File: config.mk
export PLATFORM = sky130hd
export DESIGN_NAME = position_stepper_ctrl
export DESIGN_NICKNAME = d
export VERILOG_FILES = /design/src/rtl/position_pkg.sv /design/src/rtl/step_timer.sv /design/src/rtl/position_stepper_ctrl.sv
export SDC_FILE = /design/constraint.sdc
export NUM_CORES = 1
export LEC_CHECK = 0
export BUFFER_PORTS_ARGS = -buffer_cell sky130_fd_sc_hd__buf_2
export CELL_PAD_IN_SITES_DETAIL_PLACEMENT = 1
export CELL_PAD_IN_SITES_GLOBAL_PLACEMENT = 1
export CORE_ASPECT_RATIO = 1.75
export CORE_UTILIZATION = 36
export DETAILED_ROUTE_END_ITERATION = 6
export MAX_ROUTING_LAYER = met4
export PLACE_DENSITY = 0.66
export SKIP_CTS_REPAIR_TIMING = 1
export SLEW_MARGIN = 0
export SYNTH_ARGS = -nofsm -noshare
export SYNTH_HDL_FRONTEND = slang
export SYNTH_SLANG_ARGS = --single-unit
File: constraint.sdc
create_clock -name clk -period 2.66 [get_ports clk]
set_input_delay 0.133 -clock clk [delete_from_list [all_inputs] [get_ports clk]]
set_output_delay 0.133 -clock clk [all_outputs]
set_load 0.01 [all_outputs]
File: src/rtl/position_pkg.sv
// -----------------------------------------------------------------------------
// position_pkg
// Shared definitions for the position stepper controller.
//   state_t       : controller FSM states (IDLE, STEP, WAIT, FAULT)
//   DEF_POS_W     : default position width
//   DEF_STEP_DIV  : default WAIT length in cycles after each step pulse
//   DEF_TIMEOUT   : default no-motion fault limit in cycles
//   WAIT_CNT_W    : width of the WAIT down-counter (holds STEP_DIV-1, max 254)
// -----------------------------------------------------------------------------
package position_pkg;

   localparam int DEF_POS_W    = 3;
   localparam int DEF_STEP_DIV = 4;
   localparam int DEF_TIMEOUT  = 64;
   localparam int WAIT_CNT_W   = 8;

   typedef enum logic [1:0] {
      ST_IDLE  = 2'd0,
      ST_STEP  = 2'd1,
      ST_WAIT  = 2'd2,
      ST_FAULT = 2'd3
   } state_t;

endpackage

File: src/rtl/step_timer.sv
// -----------------------------------------------------------------------------
// step_timer
// Loadable down-counter with a done flag. A load has priority over counting;
// while enabled the count decrements and sticks at zero.
// Ports:
//   clk, rst    : clock, asynchronous active-high reset (count -> 0)
//   i_load      : load i_load_val into the counter this cycle
//   i_load_val  : value to load
//   i_en        : decrement enable
//   o_done      : high while the count is zero
// -----------------------------------------------------------------------------
module step_timer #(
   parameter int W = 8
) (
   input  logic         clk,
   input  logic         rst,
   input  logic         i_load,
   input  logic [W-1:0] i_load_val,
   input  logic         i_en,
   output logic         o_done
);

   logic [W-1:0] r_cnt;

   always_ff @(posedge clk or posedge rst) begin
      if (rst) begin
         r_cnt <= '0;
      end else if (i_load) begin
         r_cnt <= i_load_val;
      end else if (i_en && (r_cnt != '0)) begin
         r_cnt <= r_cnt - W'(1);
      end
   end

   assign o_done = (r_cnt == '0);

endmodule

File: src/rtl/position_stepper_ctrl.sv
// -----------------------------------------------------------------------------
// position_stepper_ctrl
// Tracks a commanded target position (cw/ccw/sync) and issues one step pulse
// at a time toward it along the shortest modular path, followed by a WAIT of
// STEP_DIV cycles. Pulses of a multi-position move are STEP_DIV+2 cycles apart
// (STEP + WAIT + one IDLE evaluation cycle).
//
// Optional feature: define POSITION_STEPPER_TIMEOUT_EN to enable the no-motion
// fault. The timer starts at a step pulse, keeps running through WAIT and IDLE
// and is cleared as soon as physicalPosition changes; on expiry the FSM parks
// in FAULT (fault=1) until sync or rst. Without the macro fault is tied to 0.
//
// Ports:
//   clk, rst          : clock, asynchronous active-high reset
//   cw, ccw           : +1 / -1 target each cycle high (both high: hold)
//   sync              : target <= physicalPosition, clear fault, force IDLE
//   physicalPosition  : measured position (synchronous to clk)
//   desiredPosition   : registered target position
//   stepPulse         : registered one-cycle step strobe
//   stepDir           : 1 = cw, 0 = ccw; holds its last value between pulses
//   busy              : high in STEP and WAIT
//   atTarget          : desiredPosition == physicalPosition (combinational)
//   fault             : sticky no-motion fault
//   o_dbg_state       : current FSM state, for observation only
//
// Handshake: none; cw/ccw/sync are level commands sampled every rising edge.
// -----------------------------------------------------------------------------
module position_stepper_ctrl
   import position_pkg::*;
#(
   parameter int POS_W    = DEF_POS_W,
   parameter int STEP_DIV = DEF_STEP_DIV,
   parameter int TIMEOUT  = DEF_TIMEOUT
) (
   input  logic             clk,
   input  logic             rst,
   input  logic             cw,
   input  logic             ccw,
   input  logic             sync,
   input  logic [POS_W-1:0] physicalPosition,
   output logic [POS_W-1:0] desiredPosition,
   output logic             stepPulse,
   output logic             stepDir,
   output logic             busy,
   output logic             atTarget,
   output logic             fault,
   output state_t           o_dbg_state
);

   // Half of the position circle; a tie at exactly half goes cw.
   localparam logic [POS_W-1:0] HALF = {1'b1, {(POS_W-1){1'b0}}};

   state_t           r_state;
   state_t           w_next_state;
   logic [POS_W-1:0] r_desired;
   logic [POS_W-1:0] w_desired_next;
   logic [POS_W-1:0] w_diff;
   logic             r_pulse;
   logic             r_dir;
   logic             w_dir;
   logic             w_mismatch;
   logic             w_wait_load;
   logic             w_wait_done;
   logic             w_timeout;

   assign w_mismatch = (r_desired != physicalPosition);
   assign w_diff     = r_desired - physicalPosition;
   assign w_dir      = (w_diff <= HALF);

   // Target update: sync wins, then cw+ccw cancel, then cw, then ccw.
   always_comb begin
      w_desired_next = r_desired;
      if (sync) begin
         w_desired_next = physicalPosition;
      end else if (cw && ccw) begin
         w_desired_next = r_desired;
      end else if (cw) begin
         w_desired_next = r_desired + POS_W'(1);
      end else if (ccw) begin
         w_desired_next = r_desired - POS_W'(1);
      end
   end

   // Next-state logic. The WAIT timer is loaded during STEP so that WAIT
   // sees STEP_DIV-1 .. 0 and lasts exactly STEP_DIV cycles.
   always_comb begin
      w_next_state = r_state;
      w_wait_load  = 1'b0;
      case (r_state)
         ST_IDLE:  if (w_mismatch) w_next_state = ST_STEP;
         ST_STEP:  begin
            w_next_state = ST_WAIT;
            w_wait_load  = 1'b1;
         end
         ST_WAIT:  if (w_wait_done) w_next_state = ST_IDLE;
         ST_FAULT: w_next_state = ST_FAULT;
         default:  w_next_state = ST_IDLE;
      endcase
      if (w_timeout && (r_state != ST_FAULT)) begin
         w_next_state = ST_FAULT;
      end
      if (sync) begin
         w_next_state = ST_IDLE;
      end
   end

   always_ff @(posedge clk or posedge rst) begin
      if (rst) begin
         r_state   <= ST_IDLE;
         r_desired <= '0;
         r_pulse   <= 1'b0;
         r_dir     <= 1'b0;
      end else begin
         r_state   <= w_next_state;
         r_desired <= w_desired_next;
         // Pulse is registered: it is high exactly during the STEP cycle.
         r_pulse   <= (w_next_state == ST_STEP);
         if (w_next_state == ST_STEP) begin
            r_dir <= w_dir;
         end
      end
   end

   step_timer #(
      .W(WAIT_CNT_W)
   ) u_wait_timer (
      .clk        (clk),
      .rst        (rst),
      .i_load     (w_wait_load),
      .i_load_val (WAIT_CNT_W'(STEP_DIV - 1)),
      .i_en       (r_state == ST_WAIT),
      .o_done     (w_wait_done)
   );

`ifdef POSITION_STEPPER_TIMEOUT_EN
   localparam int TO_W = $clog2(TIMEOUT + 1);

   logic [POS_W-1:0] r_phys_prev;
   logic             r_armed;
   logic             w_motion;
   logic             w_to_load;
   logic             w_to_done;

   assign w_motion  = (physicalPosition != r_phys_prev);
   // Only a pulse that finds the timer idle restarts it; later pulses of an
   // unanswered move keep the original deadline running.
   assign w_to_load = (r_state == ST_STEP) && !r_armed;
   // Loaded with TIMEOUT-2: the expiry cycle plus the FAULT register make
   // fault visible TIMEOUT cycles after the pulse cycle.
   assign w_timeout = r_armed && w_to_done && !w_motion;
   assign fault     = (r_state == ST_FAULT);

   always_ff @(posedge clk or posedge rst) begin
      if (rst) begin
         r_phys_prev <= '0;
         r_armed     <= 1'b0;
      end else begin
         r_phys_prev <= physicalPosition;
         if (sync || (r_state == ST_FAULT) || w_motion) begin
            r_armed <= 1'b0;
         end else if (r_state == ST_STEP) begin
            r_armed <= 1'b1;
         end
      end
   end

   step_timer #(
      .W(TO_W)
   ) u_timeout_timer (
      .clk        (clk),
      .rst        (rst),
      .i_load     (w_to_load),
      .i_load_val (TO_W'(TIMEOUT - 2)),
      .i_en       (r_armed),
      .o_done     (w_to_done)
   );
`else
   assign w_timeout = 1'b0;
   assign fault     = 1'b0;
`endif

   assign desiredPosition = r_desired;
   assign stepPulse       = r_pulse;
   assign stepDir         = r_dir;
   assign busy            = (r_state == ST_STEP) || (r_state == ST_WAIT);
   assign atTarget        = !w_mismatch;
   assign o_dbg_state     = r_state;

endmodule

==> out/qor.csv, run 1 <==
stage,metric,value,unit
global_routing,gr-total-overflow,0,
setup_path,crit_fanout,8,
status,outcome,finished with violations,
layout,area_growth,15.2,%
yosys,synth_cell_types,28,
setup_path,start_kind,flip-flop,
global_routing,grt_pass1_wl,3500,um
setup_path,cp_num_buf_inv,0,
yosys,yosysTopAreaCell,dfrtp_1,
detailed_routing,num_vias,732,
clock_network,tritoncts,built,
detailed_routing,wirelength,2160,um
timing,holdWs,-0.0476,ns
clock_network,cts-root-buf,clkbuf_8,
timing,drv_slew,0,
global_routing,grt_pass1_vias,796,
timing,fin_crit_sh,74.5,%
job,cap_viol_max_count,0,
layout,fin_nets,134,
detailed_routing,drt_iter0_markers,21,
floorplan,die-area,0.00290,sq mm
timing,timing.fmax,504,MHz
yosys,syn-num-nets,115,
hold_path,hold_class,in2async,
setup_path,endpoint_kind,flip-flop,
detailed_routing,wire_per_inst,15.3,um
timing,rsz0062_at_grt,no,
layout,n_antenna_cell,0,
setup_path,crit_chain,"nor4_4, a31oi_4, a2111oi_4, o21ai_2, mux2_4",
setup_path,max_stage_delay,0.44,ns
global_routing,grt_max_degree,16,
timing,finalSetupViolCount,0,
clock_network,cts.sinks,15,
layout,stdcell_area,0.00111,sq mm
placement,placed_area,0.00107,sq mm
setup_path,critical-path-top-delay-family,compound AO/OA/AOI/OAI gates,
floorplan,rows,24,
placement,dp_hpwl,1800,um
setup_path,cpMaxStageDelayCell,dfrtp_1,
clock_network,cts_inserted_buffers,3,
yosys,synth_top_area_share,38.9,%
detailed_routing,ant_nets,0,
clock_network,clockBufferDepth,2,
yosys,seq_area_frac_synth,38.9,%
clock_network,cts.clk_slew.worst_paths,0.06,ns
yosys,ys_warn_count,0,
yosys,synth_area,966,sq um
timing,worst_pin_slew,0.613,ns
floorplan,fp.coreArea,0.00252,sq mm
clock_network,clk_latency,0.24,ns
power_and_ir_drop,ir_worst_vdd,0.268,mV
timing,slew_headroom,59.1,%
status,violations,hold timing,
layout,drive_above_1_share,20.9,%
yosys,synth_cells,97,
yosys,synth_seq_cells,15,
detailed_routing,vias_per_cell,5.19,
placement,io_buffers,16,
yosys,synth_area_leaders,"dfrtp_1, ha_1, xor2_1",
setup_path,critPathRequiredTime,2.79,ns
global_routing,antenna_found_initial,0,
setup_path,cp.arrival,2.11,ns
global_routing,grtUsageTotal,18.3,%
clock_network,htree_levels,1,
power_and_ir_drop,pwr_density_cell,773,mW/mm^2
timing,fin_skew,0.00166,ns
timing,hold_viol,15,
floorplan,die-height,70.5,um
placement,place.gp.congestion,0.777,
setup_path,critPathKind,reg2reg,
power_and_ir_drop,power,0.860,mW
detailed_routing,dr.pass1.iters,4,
detailed_routing,drt_drc_violations_left,0,
floorplan,ioPinCount,18,
timing,finalCriticalPeriod,1.98,ns
floorplan,die_x,41.2,um
floorplan,start_util,38.3,%
yosys,avgSynthCellArea,9.96,sq um
timing,fin_setup_tns,0,ns
power_and_ir_drop,power_leakage,0.561,nW
[Yosys cell counts]
master     count
o2111ai_1      1
ha_1           9
a21oi_1        2
xor2_1         8
nor4_4         1
nor3_1         2
o31ai_1        1
nor2_1        14
o21ai_2        1
a311oi_1       1
a31oi_4        1
conb_1         1
inv_1         11
or2_1          1
buf_4          1
mux2_4         1
nand2b_1       2
or3b_1         1
nand3b_1       1
nand2_1        8
xnor2_1        4
nand3_1        2
buf_1          1
o21ai_1        4
a2111oi_4      1
dfrtp_1       15
fa_1           1
mux2i_1        1
[power breakdown]
part / switching (mW) / leakage (nW) / internal [mW] / total (mW)
clock: 0.0801 / 0.0228 / 0.106 / 0.186
sequential: 0.0490 / 0.189 / 0.273 / 0.322
combinational: 0.200 / 0.349 / 0.152 / 0.352
total: 0.329 / 0.561 / 0.531 / 0.860
[path summary, 6_finish.rpt]
| kind | from | to | slack, ns | cells past startpoint |
|---|---|---|---|---|
| max | u_wait_timer.r_cnt[5]$_DFFE_PP0P_ | stepDir$_DFFE_PP0N_ | 0.68 | 5 |
| min | rst | desiredPosition[1]$_DFFE_PP0P_ | -0.05 | 2 |
| max reg2reg | u_wait_timer.r_cnt[5]$_DFFE_PP0P_ | stepDir$_DFFE_PP0N_ | 0.68 | 5 |
| min reg2reg | stepDir$_DFFE_PP0N_ | stepDir$_DFFE_PP0N_ | 0.53 | 1 |
| max in group asynchronous | rst | u_wait_timer.r_cnt[2]$_DFFE_PP0P_ | 2.31 | 2 |
| min in group clk | physicalPosition[2] | desiredPosition[2]$_DFFE_PP0P_ | 0.12 | 3 |
[layout make-up]
class                      instances  area, sq um
tap                               26         32.5
sequential                        15          375
clock buffer                       4         45.0
fill                             316         1410
multi-input combinational         69          538
timing repair buffer              16         80.1
inverter                          11         41.3
[cells in the final DEF (no fill, tap or decap)]
| cell type | synthesis | final |
|---|---|---|
| a2111oi_4 | 1 | 1 |
| a21oi_1 | 2 | 2 |
| a311oi_1 | 1 | 1 |
| a31oi_4 | 1 | 1 |
| buf_2 | 0 | 16 |
| clkbuf_1 | 0 | 1 |
| clkbuf_8 | 0 | 3 |
| conb_1 | 1 | 1 |
| dfrtp_1 | 15 | 15 |
| fa_1 | 1 | 1 |
| ha_1 | 9 | 9 |
| inv_1 | 11 | 11 |
| mux2_4 | 1 | 1 |
| mux2i_1 | 1 | 1 |
| nand2_1 | 8 | 8 |
| nand2b_1 | 2 | 2 |
| nand3_1 | 2 | 2 |
| nand3b_1 | 1 | 1 |
| nor2_1 | 14 | 14 |
| nor3_1 | 2 | 2 |
| nor4_4 | 1 | 1 |
| o2111ai_1 | 1 | 1 |
| o21ai_1 | 4 | 4 |
| o21ai_2 | 1 | 1 |
| o31ai_1 | 1 | 1 |
| or2_1 | 1 | 1 |
| or3b_1 | 1 | 1 |
| xnor2_1 | 4 | 4 |
| xor2_1 | 8 | 8 |
[metrics by stage]
| step | worst slack [ns] | util (%) | std cells |
|---|---|---|---|
| floorplan | 0.809 | - | 97 |
| global placement | 0.779 | 42.3 | 137 |
| detailed placement | 0.703 | 42.3 | 137 |
| CTS | 0.677 | 44.1 | 141 |
| global route | 0.558 | 44.1 | 141 |
| finish | 0.678 | 44.1 | 141 |
[metal layers]
layer	wire, um	GRT usage [%]
met5	0	-
met4	40	8.60
met3	44	1.90
met2	1280	31.9
met1	786	18.2
[registers in the layout, summed over array words and instances (netlist names)]
register / cells
desiredPosition: 3
o_dbg_state: 2
stepDir: 1
stepPulse: 1
u_wait_timer.r_cnt: 8
[cells by family (layout without fill, tap and decap cells)]
kind of cell    count (synthesis)  count (layout)  synth area share, %
fa+ha+maj                      10              10                 13.7
other cells                     1               1                0.388
compound gates                 12              12                 11.7
flops                          15              15                 38.9
xor+xnor                       12              12                 10.9
buf+inv                        13              31                 5.44
mux                             2               2                 2.59
simple gates                   32              32                 16.5
No activity file was read; power rests on OpenSTA's default activity.
==> run 2, diff against run 1 <==
--- a/config.mk
+++ b/config.mk
@@ -12,7 +12,7 @@
 export CORE_UTILIZATION = 36
 export DETAILED_ROUTE_END_ITERATION = 6
 export MAX_ROUTING_LAYER = met4
-export PLACE_DENSITY = 0.66
+export PLACE_DENSITY = 0.69
 export SKIP_CTS_REPAIR_TIMING = 1
 export SLEW_MARGIN = 0
 export SYNTH_ARGS = -nofsm -noshare
==> constraint.sdc (replaced) <==
create_clock -name clk -period 1.7 [get_ports clk]
set_input_delay 0.085 -clock clk [delete_from_list [all_inputs] [get_ports clk]]
set_output_delay 0.085 -clock clk [all_outputs]
set_load 0.01 [all_outputs]
==> run 2 against run 1 <==
  * The flow finishes with violations (setup timing)
  * Final area grew 18%
  * Total power up 83%
  * Combinational power is 130% higher
  * Clock-buffer cell count decreased by 1
  * Clock skew shrank 0.0011 ns
  * Maximum frequency increased by 9.6%
  * Core utilization grew 7.8 points
  * First-iteration DRC count fell by 57%
  * Critical path depth unchanged
  * Non-clock buffer count rose by 23
  * Via count grew 12%
  * Critical path type unchanged
  * Critical endpoint unchanged
  * Largest cell class unchanged
  * Highest routed layer unchanged
==> out/qor.csv, run 2 (synthesized netlist as in run 1, its figures left out) <==
stage,metric,value,unit,change
detailed_routing,dr.pass1.iters,4,,unchanged
detailed_routing,num_vias,819,,+12%
clock_network,cts.clk_slew.worst_paths,0.07,ns,about the same
global_routing,grtUsageTotal,20.1,%,+1.9 points
layout,area_growth,35.5,%,
detailed_routing,drt_iter0_markers,9,,-57%
clock_network,tritoncts,built,,
setup_path,reg2reg_slack,-0.11,ns,-0.79 ns
timing,timing.fmax,553,MHz,+9.6%
timing,fin_skew,0.000594,ns,-0.00106 ns
clock_network,cts.sinks,15,,unchanged
placement,dp_hpwl,1980,um,+10%
detailed_routing,wire_per_inst,15.5,um,+1.2%
power_and_ir_drop,power_leakage,0.669,nW,+19%
placement,dp.cells,158,,+15%
layout,n_antenna_cell,0,,unchanged
timing,slew_headroom,59.8,%,+0.71 points
global_routing,grt_pass1_wl,3840,um,+9.9%
floorplan,die-height,70.5,um,unchanged
floorplan,rows,24,,unchanged
floorplan,die_x,41.2,um,unchanged
setup_path,crit_fanout,2,,-6
status,outcome,finished with violations,,
status,violations,setup timing,,
timing,rsz0062_at_grt,yes,,
timing,drv_slew,0,,unchanged
clock_network,clockBufferDepth,2,,unchanged
global_routing,grt_pass1_vias,901,,+13%
timing,layout_setup_ws,-0.109,ns,-0.787 ns
timing,worst_pin_slew,0.603,ns,-0.0106 ns
hold_path,hold_class,in2reg,,
setup_path,cp.arrival,1.94,ns,-0.17 ns
power_and_ir_drop,ir_worst_vdd,0.524,mV,+95%
setup_path,start_kind,flip-flop,,
layout,instances_no_fill,164,,+16%
global_routing,gr-total-overflow,0,,unchanged
layout,largest_reg_flops,8,,unchanged
timing,hold_viol,0,,-15
layout,layout.cells.most_common,buf_4,,
timing,fin_crit_sh,106,%,+32 points
layout,top_register,u_wait_timer.r_cnt,,
floorplan,start_util,38.3,%,unchanged
global_routing,grt_max_degree,16,,unchanged
timing,holdWs,0.0712,ns,+0.119 ns
job,cap_viol_max_count,0,,unchanged
placement,place.gp.congestion,0.724,,-6.8%
timing,finalCriticalPeriod,1.81,ns,-0.173 ns
timing,fin_setup_tns,-0.178,ns,-0.178 ns
layout,fin_nets,157,,+17%
timing,finalSetupViolCount,2,,+2
detailed_routing,vias_per_cell,4.99,,-3.8%
floorplan,fp.coreArea,0.00252,sq mm,unchanged
detailed_routing,drt_drc_violations_left,0,,unchanged
clock_network,cts-root-buf,clkbuf_8,,
global_routing,antenna_found_initial,0,,unchanged
detailed_routing,wirelength,2540,um,+18%
clock_network,clk_latency,0.25,ns,about the same
layout,mostFrequentLayoutCells,"buf_4, buf_2, dfrtp_1, nor2_1, inv_1",,
floorplan,ioPinCount,18,,unchanged
setup_path,endpoint_kind,flip-flop,,
placement,pre_cts_slack,-0.109,ns,-0.812 ns
setup_path,critPathKind,reg2reg,,
layout,drive_above_1_share,39.1,%,+18 points
setup_path,critPathRequiredTime,1.84,ns,-0.95 ns
clock_network,cts_inserted_buffers,3,,unchanged
layout,n_fill_cell,315,,-0.32%
clock_network,htree_levels,1,,unchanged
power_and_ir_drop,power,1.58,mW,+83%
power_and_ir_drop,pwr_density_cell,1200,mW/mm^2,+56%
floorplan,die-area,0.00290,sq mm,unchanged
placement,io_buffers,16,,unchanged
detailed_routing,ant_nets,0,,unchanged
[run 2: cell count changes in the layout (fill, tap and decap cells not counted), moves of 2 or more]
cell | previous run | this run
buf_4 | 0 | 22
ha_1 | 9 | 7
ha_2 | 0 | 2
inv_1 | 11 | 9
inv_2 | 0 | 2
[run 2: critical path: stages (launching register included)]
cell and delay, ns:
dfrtp_1 0.41, nor4_4 0.36, a31oi_4 0.15, a2111oi_4 0.36, o21ai_2 0.11, mux2_4 0.31
[run 2: layout make-up]
class / count / area (sq um) / share of cell area [%]
Inverter: 11 / 41.3 / 3.15
Sequential cell: 15 / 375 / 28.7
Multi-Input combinational cell: 69 / 558 / 42.6
Timing Repair Buffer: 39 / 255 / 19.5
Tap cell: 26 / 32.5 / 2.49
Clock inverter: 1 / 5.00 / 0.382
Clock buffer: 3 / 41.3 / 3.15
[run 2: routing by layer]
metal	global-route usage [%]	vias up	routed length [um]
met4	6.45	0	50
met5	-	-	0
met3	1.90	6	56
li1	-	393	-
met2	38.2	15	1580
met1	18.5	405	848
[run 2: final timing paths]
path	startpoint	end	cells after the start
hold reg to reg	stepDir$_DFFE_PP0N_	stepDir$_DFFE_PP0N_	1
setup / recovery	u_wait_timer.r_cnt[2]$_DFFE_PP0P_	stepDir$_DFFE_PP0N_	5
hold / removal	physicalPosition[0]	desiredPosition[0]$_DFFE_PP0P_	3
setup reg to reg	u_wait_timer.r_cnt[2]$_DFFE_PP0P_	stepDir$_DFFE_PP0N_	5
max in group asynchronous	rst	u_wait_timer.r_cnt[4]$_DFFE_PP0P_	3
min in group asynchronous	rst	desiredPosition[0]$_DFFE_PP0P_	3
[run 2: through the flow]
stage	util, %	area (sq um)
floorplan	-	972
global placement	48.8	1230
detailed placement	48.8	1230
CTS	50.6	1280
global route	51.9	1310
finish	51.9	1310
[run 2: where the power goes]
group | internal [mW] | switching (mW)
clock | 0.162 | 0.137
combinational | 0.402 | 0.400
sequential | 0.427 | 0.0482
total | 0.992 | 0.585
